`src/rtl/alu_pipe.sv`:
```
// -----------------------------------------------------------------------------
// alu_pipe -- single-issue ALU with a registered result stage and an optional
// iterative shift-add multiplier.
//
// Configuration macro: ALU_PIPE_MUL_EN
//   defined   : op 111 runs the multiplier (BUSY for WIDTH cycles).
//   undefined : op 111 finishes in one cycle, result 0, zero=1, op_err=1.
//
// Ports
//   clk          rising-edge clock
//   rst          asynchronous active-high reset
//   in_valid     request present          in_ready   request accepted this cycle
//   a, b         operands (WIDTH)         op         opcode (3)
//   out_valid    result registers hold an unconsumed result
//   out_ready    consumer takes the result
//   result, carry_out, zero, overflow, op_err   registered result and flags
//   o_dbg_state  current FSM state (IDLE=0, BUSY=1, DONE=2)
//
// Handshake: a transfer happens on a rising edge where valid and ready are both
// high; a producer holds valid and its payload steady until that edge, and the
// result side holds result/flags steady while out_valid is high and out_ready
// is low.
// -----------------------------------------------------------------------------
module alu_pipe #(
   parameter int WIDTH = 8
) (
   input  logic             clk,
   input  logic             rst,
   input  logic             in_valid,
   output logic             in_ready,
   input  logic [WIDTH-1:0] a,
   input  logic [WIDTH-1:0] b,
   input  logic [2:0]       op,
   output logic             out_valid,
   input  logic             out_ready,
   output logic [WIDTH-1:0] result,
   output logic             carry_out,
   output logic             zero,
   output logic             overflow,
   output logic             op_err,
   output logic [1:0]       o_dbg_state
);

   localparam int SW = $clog2(WIDTH);

   localparam logic [2:0] OP_ADD = 3'b000;
   localparam logic [2:0] OP_SUB = 3'b001;
   localparam logic [2:0] OP_AND = 3'b010;
   localparam logic [2:0] OP_OR  = 3'b011;
   localparam logic [2:0] OP_XOR = 3'b100;
   localparam logic [2:0] OP_SHL = 3'b101;
   localparam logic [2:0] OP_SHR = 3'b110;
   localparam logic [2:0] OP_MUL = 3'b111;

   typedef enum logic [1:0] {
      IDLE = 2'd0,
      BUSY = 2'd1,
      DONE = 2'd2
   } state_t;

   state_t           r_state;
   state_t           w_next;
   logic             w_accept;
   logic             w_is_mul;

   logic [WIDTH-1:0] r_result;
   logic             r_carry;
   logic             r_zero;
   logic             r_ovf;
   logic             r_err;

   // single-cycle datapath
   logic [SW-1:0]    w_sh;
   logic [WIDTH:0]   w_sum;
   logic [WIDTH:0]   w_diff;
   logic [WIDTH:0]   w_shl;
   logic [WIDTH:0]   w_shr;
   logic [WIDTH-1:0] w_res;
   logic             w_carry;
   logic             w_ovf;
   logic             w_err;

`ifdef ALU_PIPE_MUL_EN
   logic [2*WIDTH-1:0] r_mcand;
   logic [WIDTH-1:0]   r_mplier;
   logic [2*WIDTH-1:0] r_acc;
   logic [SW-1:0]      r_cnt;
   logic [2*WIDTH-1:0] w_partial;
   logic               w_mul_last;

   assign w_is_mul   = (op == OP_MUL);
   assign w_partial  = r_acc + (r_mplier[0] ? r_mcand : '0);
   assign w_mul_last = (r_cnt == SW'(WIDTH - 1));
`else
   assign w_is_mul   = 1'b0;
`endif

   assign in_ready    = (r_state == IDLE) || ((r_state == DONE) && out_ready);
   assign w_accept    = in_valid && in_ready;
   assign out_valid   = (r_state == DONE);
   assign o_dbg_state = r_state;

   assign result      = r_result;
   assign carry_out   = r_carry;
   assign zero        = r_zero;
   assign overflow    = r_ovf;
   assign op_err      = r_err;

   always_comb begin
      w_sh    = b[SW-1:0];
      w_sum   = {1'b0, a} + {1'b0, b};
      w_diff  = {1'b0, a} - {1'b0, b};
      // The extra bit on each shifter catches the last bit shifted out.
      w_shl   = {1'b0, a} << w_sh;
      w_shr   = {a, 1'b0} >> w_sh;
      w_res   = '0;
      w_carry = 1'b0;
      w_ovf   = 1'b0;
      w_err   = 1'b0;
      case (op)
         OP_ADD: begin
            w_res   = w_sum[WIDTH-1:0];
            w_carry = w_sum[WIDTH];
            w_ovf   = (a[WIDTH-1] == b[WIDTH-1]) && (w_sum[WIDTH-1] != a[WIDTH-1]);
         end
         OP_SUB: begin
            w_res   = w_diff[WIDTH-1:0];
            w_carry = w_diff[WIDTH];   // borrow out: a < b unsigned
            w_ovf   = (a[WIDTH-1] != b[WIDTH-1]) && (w_diff[WIDTH-1] != a[WIDTH-1]);
         end
         OP_AND: w_res = a & b;
         OP_OR:  w_res = a | b;
         OP_XOR: w_res = a ^ b;
         OP_SHL: begin
            w_res   = w_shl[WIDTH-1:0];
            w_carry = w_shl[WIDTH];
         end
         OP_SHR: begin
            w_res   = w_shr[WIDTH:1];
            w_carry = w_shr[0];
         end
         default: begin
`ifdef ALU_PIPE_MUL_EN
            w_err = 1'b0;      // multiply goes through the iterative path
`else
            w_err = 1'b1;      // no multiplier built: flag the op, result 0
`endif
         end
      endcase
   end

   always_comb begin
      w_next = r_state;
      case (r_state)
         IDLE: if (w_accept) w_next = w_is_mul ? BUSY : DONE;
         BUSY: begin
`ifdef ALU_PIPE_MUL_EN
            if (w_mul_last) w_next = DONE;
`else
            w_next = IDLE;
`endif
         end
         DONE: begin
            if (out_ready) begin
               if (w_accept) w_next = w_is_mul ? BUSY : DONE;
               else          w_next = IDLE;
            end
         end
         default: w_next = IDLE;
      endcase
   end

   always_ff @(posedge clk or posedge rst) begin
      if (rst) begin
         r_state  <= IDLE;
         r_result <= '0;
         r_carry  <= 1'b0;
         r_zero   <= 1'b0;
         r_ovf    <= 1'b0;
         r_err    <= 1'b0;
`ifdef ALU_PIPE_MUL_EN
         r_mcand  <= '0;
         r_mplier <= '0;
         r_acc    <= '0;
         r_cnt    <= '0;
`endif
      end else begin
         r_state <= w_next;
         if (w_accept && !w_is_mul) begin
            r_result <= w_res;
            r_carry  <= w_carry;
            r_zero   <= (w_res == '0);
            r_ovf    <= w_ovf;
            r_err    <= w_err;
         end
`ifdef ALU_PIPE_MUL_EN
         if (w_accept && w_is_mul) begin
            r_mcand  <= {{WIDTH{1'b0}}, a};
            r_mplier <= b;
            r_acc    <= '0;
            r_cnt    <= '0;
         end else if (r_state == BUSY) begin
            // One multiplier bit per cycle; the last step writes the product.
            r_acc    <= w_partial;
            r_mcand  <= r_mcand << 1;
            r_mplier <= r_mplier >> 1;
            r_cnt    <= r_cnt + 1'b1;
            if (w_mul_last) begin
               r_result <= w_partial[WIDTH-1:0];
               r_carry  <= |w_partial[2*WIDTH-1:WIDTH];
               r_zero   <= (w_partial[WIDTH-1:0] == '0);
               r_ovf    <= 1'b0;
               r_err    <= 1'b0;
            end
         end
`endif
      end
   end

endmodule
```
`config.mk`:
```
export PLATFORM = sky130hd
export DESIGN_NAME = alu_pipe
export DESIGN_NICKNAME = d
export VERILOG_FILES = /design/src/rtl/alu_pipe.sv
export SDC_FILE = /design/constraint.sdc
export NUM_CORES = 1
export LEC_CHECK = 0
export CAP_MARGIN = 20
export CORE_ASPECT_RATIO = 1.75
export CORE_UTILIZATION = 55
export CTS_BUF_LIST = sky130_fd_sc_hd__clkbuf_8
export CTS_CLUSTER_SIZE = 16
export DETAILED_ROUTE_END_ITERATION = 8
export PLACE_DENSITY = 0.92
export SYNTH_ARGS = -nofsm -noshare
export SYNTH_HDL_FRONTEND = slang
export SYNTH_SLANG_ARGS = --single-unit
export TNS_END_PERCENT = 100
```
`constraint.sdc`:
```
create_clock -name clk -period 2.5 [get_ports clk]
set_clock_uncertainty 0.2 [all_clocks]
set_input_delay 0.75 -clock clk [delete_from_list [all_inputs] [get_ports clk]]
set_output_delay 0.75 -clock clk [all_outputs]
set_load 0.05 [all_outputs]
```
==> flow_summary.json, run 1 <==
{
  "status": "aborted with a tool error",
  "haltStage": "global routing (5_1_grt)",
  "first-error": "[ERROR GRT-0116] Global routing finished with congestion. Check the congestion regions in the DRC Viewer.",
  "synth.most_common_cell": "ha_1",
  "placed_cells": 418,
  "dp_hpwl_um": 6450,
  "yosys.area.top_type": "dfrtp_1",
  "initial_core_util": 0.575,
  "clock_sinks": 13,
  "syn-cell-area_um2": 2220,
  "grt_max_degree": 18,
  "io_pins": 39,
  "cts_buffers": 3,
  "synth_ff_type": "dfrtp_1",
  "die_h_um": 86.1,
  "grt_pass1_wl_um": 21400,
  "syn_inst": 271,
  "ys_ff_latch": 13,
  "ys_types": 57,
  "grt-ovfl-total": 31,
  "yosysWarningCount": 0,
  "synth_commonest_cells": "25 x ha_1, 21 x inv_1, 20 x mux2i_1",
  "groute.usage.overall": 0.678,
  "syn_avg_cell_area_um2": 8.20,
  "fp.dieW_um": 50.1,
  "h-tree-depth": 1,
  "rows": 30,
  "async_flop_share": 1.00,
  "pre_cts_ws_ns": -1.26,
  "ys_seq_area_frac": 0.146,
  "cts-root-buf": "clkbuf_8",
  "gp_congestion": 1.01,
  "holdBufCountCts": 0,
  "first_global_vias": 3744,
  "synth.area.top_cells": "dfrtp_1 15%, ha_1 14%, mux2i_1 9.0%",
  "port_buffers": 37,
  "clock_path_buffers": 2,
  "synth_edf_count": 0,
  "syn-num-nets": 321,
  "yosysTopAreaCellShare": 0.146
}
[per-stage QoR]
| stage | setup TNS, ns | cell area (µm²) | hold WS (ns) |
|---|---|---|---|
| 3_5_place_dp | -9.22 | 3190 | 0.279 |
| 3_3_place_gp | -8.24 | 3190 | 0.263 |
| 2_1_floorplan | -0.871 | 2300 | 0.427 |
| 4_1_cts | -1.57 | 3690 | 0.290 |
[what timing repair did]
action                                  4_1_cts
gates resized for setup                     138
endpoints found under the setup margin       12
endpoints found under the hold margin         0
pin swaps                                    43
setup buffers                                19
[metal layers]
metal  overflow  track usage
met1          0        0.615
met2         14        0.918
met3          1        0.459
met4         16        0.774
met5          0            0
[logic make-up after synthesis]
kind of cell / Yosys count / share of synthesized area
other: 1 / 0.00169
adder cells (fa/ha/maj): 27 / 0.159
buffers and inverters: 44 / 0.0985
AO/OA/AOI/OAI: 83 / 0.254
flip-flops: 13 / 0.146
XOR/XNOR: 8 / 0.0315
multiplexers: 30 / 0.151
AND/OR/NAND/NOR: 65 / 0.159
==> run 2: changes to the inputs <==
Settings changed: CORE_ASPECT_RATIO 1.75 to not set, CORE_UTILIZATION 55 to 40, CTS_BUF_LIST sky130_fd_sc_hd__clkbuf_8 to not set, CTS_CLUSTER_SIZE 16 to not set, PLACE_DENSITY 0.92 to not set, PLACE_DENSITY_LB_ADDON set to 0.15.
==> run 2 against run 1 <==
  * The flow now finishes, with violations (setup timing)
  * Synthesized area did not move
  * Synthesized cell count did not move
==> flow_summary.json, run 2 <==
{
  "status": "finished with violations",
  "violations": "setup timing",
  "first_global_vias": 2746,
  "clk_latency_ns": 0.24,
  "rr_endpoint": "zero",
  "slew_headroom": 0.659,
  "clk_pin_slew_worst_paths_ns": 0.05,
  "power_uw": 1450,
  "grt_pass1_wl_um": 13400,
  "power_density_nw_per_um2": 360,
  "largest_register_ffs": 8,
  "clock_sinks": 13,
  "holdBufCountCts": 0,
  "n_antenna_cell": 0,
  "drive_gt1_frac": 0.504,
  "vias_per_cell": 5.69,
  "drt-wirelength-per-cell_um": 17.7,
  "rr_worst_depth": 7,
  "syn_inst": 271,
  "top_layer_used": "met4",
  "syn_avg_cell_area_um2": 8.20,
  "vias": 2704,
  "arrival_ns": 3.02,
  "dr_wl_met3_um": 558,
  "rsz0062_at_grt": "yes",
  "wl_um": 8390,
  "critPathLaunchType": "input port",
  "nNetsFinal": 456,
  "yosys.area.top_type": "dfrtp_1",
  "report.final.slew_viol_count": 0,
  "synth_commonest_cells": "25 x ha_1, 21 x inv_1, 20 x mux2i_1",
  "crit_path_top_delay_cell": "or4_4",
  "setup-violations-final": 8,
  "drt-initial-drc-count": 227,
  "hold_slack_ns": 0.275,
  "cts_buffers": 3,
  "drtPass1Iterations": 7,
  "setup_ws_ns": -0.567,
  "maxCapViolCount": 0,
  "antenna_found_initial": 0,
  "final_cell_mix": "94 x buf_4, 23 x buf_6, 18 x mux2i_1, 17 x clkdlybuf4s50_1",
  "ys_types": 57,
  "synth.most_common_cell": "ha_1",
  "grt_max_degree": 17,
  "end_kind": "flop",
  "stdcell_count": 475,
  "dp_hpwl_um": 6030,
  "grt-ovfl-total": 0,
  "io_pins": 39,
  "holdCritStartpoint": "result[0]",
  "worstMarginPinSlew_ns": 0.510,
  "syn_to_final_growth_pct": 81.4,
  "wl_met2_um": 4120,
  "fin_crit_ns": 3.07,
  "finalHoldViolCount": 0,
  "die_h_um": 76.6,
  "syn-num-nets": 321,
  "cts_tree": "done",
  "yosysTopAreaCellShare": 0.146,
  "synth_edf_count": 0,
  "drt-met1-wl_um": 3520,
  "critPathRequiredTime_ns": 2.46,
  "yosysWarningCount": 0,
  "port_buffers": 37,
  "gp_congestion": 0.906,
  "core_region_area_um2": 5240,
  "fin_crit_sh": 1.23,
  "async_flop_share": 1.00,
  "h-tree-depth": 1,
  "ir_drop_mv": 0.446,
  "antenna_left": 0,
  "die_area_um2": 5860,
  "critical_path.max_stage_delay_ns": 0.55,
  "placed_cells": 455,
  "ys_ff_latch": 13,
  "initial_core_util": 0.425,
  "critPathKind": "input port to flop",
  "hold_end": "result[0]",
  "clock_path_buffers": 2,
  "layout_commonest_cell": "buf_4",
  "synth.area.top_cells": "dfrtp_1 15%, ha_1 14%, mux2i_1 9.0%",
  "whs_path_depth": 2,
  "groute.usage.overall": 0.285,
  "hold_class": "flop to flop",
  "p_leak_uw": 0.00182,
  "fmax_mhz": 326,
  "ys_seq_area_frac": 0.146,
  "fp.dieW_um": 76.6,
  "cts-root-buf": "clkbuf_8",
  "drc": 0,
  "synth_ff_type": "dfrtp_1",
  "crit_chain": "buf_8, ha_4, fa_2, mux2i_1, o311ai_1, a221o_1, nor2_2, nand3_1, or4_4, o31ai_2",
  "syn-cell-area_um2": 2220,
  "reg2reg_slack_ns": 0.28,
  "worstPathMaxFanout": 3,
  "rr_startpoint": "o_dbg_state[1]",
  "rows": 26
}
==> run 2: cell counts after synthesis <==
Identical to the previous run, type by type.
==> run 2: critical path, delay by kind of cell <==
family | cells | cell delay (ns)
adders and majority gates | 2 | 0.57
and+or+nand+nor | 3 | 0.82
buffers and inverters | 1 | 0.10
muxes | 1 | 0.16
AOI/OAI and AO/OA | 3 | 0.61
==> run 2: final cells by class <==
cell class	instances	area, µm²
multi-input combinational	214	2150
timing repair buffer	151	1320
fill	354	1200
sequential	13	325
inverter	23	104
tap	70	87.6
clock buffer	4	45.0
==> run 2: power by group <==
| part | leakage (µW) | switching (µW) | internal [µW] | total (µW) |
|---|---|---|---|---|
| clock network | 0.0000228 | 73.1 | 112 | 186 |
| logic | 0.00163 | 516 | 486 | 1000 |
| registers | 0.000163 | 19.3 | 245 | 264 |
| total | 0.00182 | 609 | 843 | 1450 |
==> run 2: how the worst max path moves through the flow <==
stage / start / to / slack (ns) / cells after the start
global placement: b[0] / zero / -1.36 / 10
CTS: b[0] / zero / -0.58 / 10
finish: a[0] / zero / -0.57 / 10
floorplan: a[0] / zero / -0.49 / 9
global route: a[0] / zero / -0.58 / 10
detailed placement: b[0] / zero / -1.32 / 10
==> run 2: logic make-up (layout without fill, tap and decap cells) <==
| group | Yosys count | count (layout) | synth area share |
|---|---|---|---|
| XOR/XNOR | 8 | 8 | 0.0315 |
| flip-flops | 13 | 13 | 0.146 |
| multiplexers | 30 | 30 | 0.151 |
| other | 1 | 1 | 0.00169 |
| buffers and inverters | 44 | 178 | 0.0985 |
| adder cells (fa/ha/maj) | 27 | 27 | 0.159 |
| AND/OR/NAND/NOR | 65 | 65 | 0.159 |
| AO/OA/AOI/OAI | 83 | 83 | 0.254 |
==> run 2: through the flow <==
step	TNS [ns]	util	cell area [µm²]	setup slack, ns
4_1_cts	-1.50	0.727	3810	-0.578
6_report	-2.00	0.770	4030	-0.567
2_1_floorplan	-0.871	-	2300	-0.488
3_3_place_gp	-9.56	0.636	3330	-1.36
3_5_place_dp	-9.85	0.636	3330	-1.32
5_1_grt	-2.51	0.770	4030	-0.582
==> run 2: repair_timing <==
item                                    4_1_cts  5_1_grt
gates resized for setup                     140       39
pin swaps                                    38       30
buffers inserted                             15        8
endpoints found under the setup margin       12       11
==> run 2: per-layer routing <==
metal  up-vias  track usage
li1       1259            -
met1      1302        0.376
met2       124        0.501
met3        19       0.0359
met4         0       0.0481
met5         -            0
Note: power is estimated with default switching activity, not from simulation.
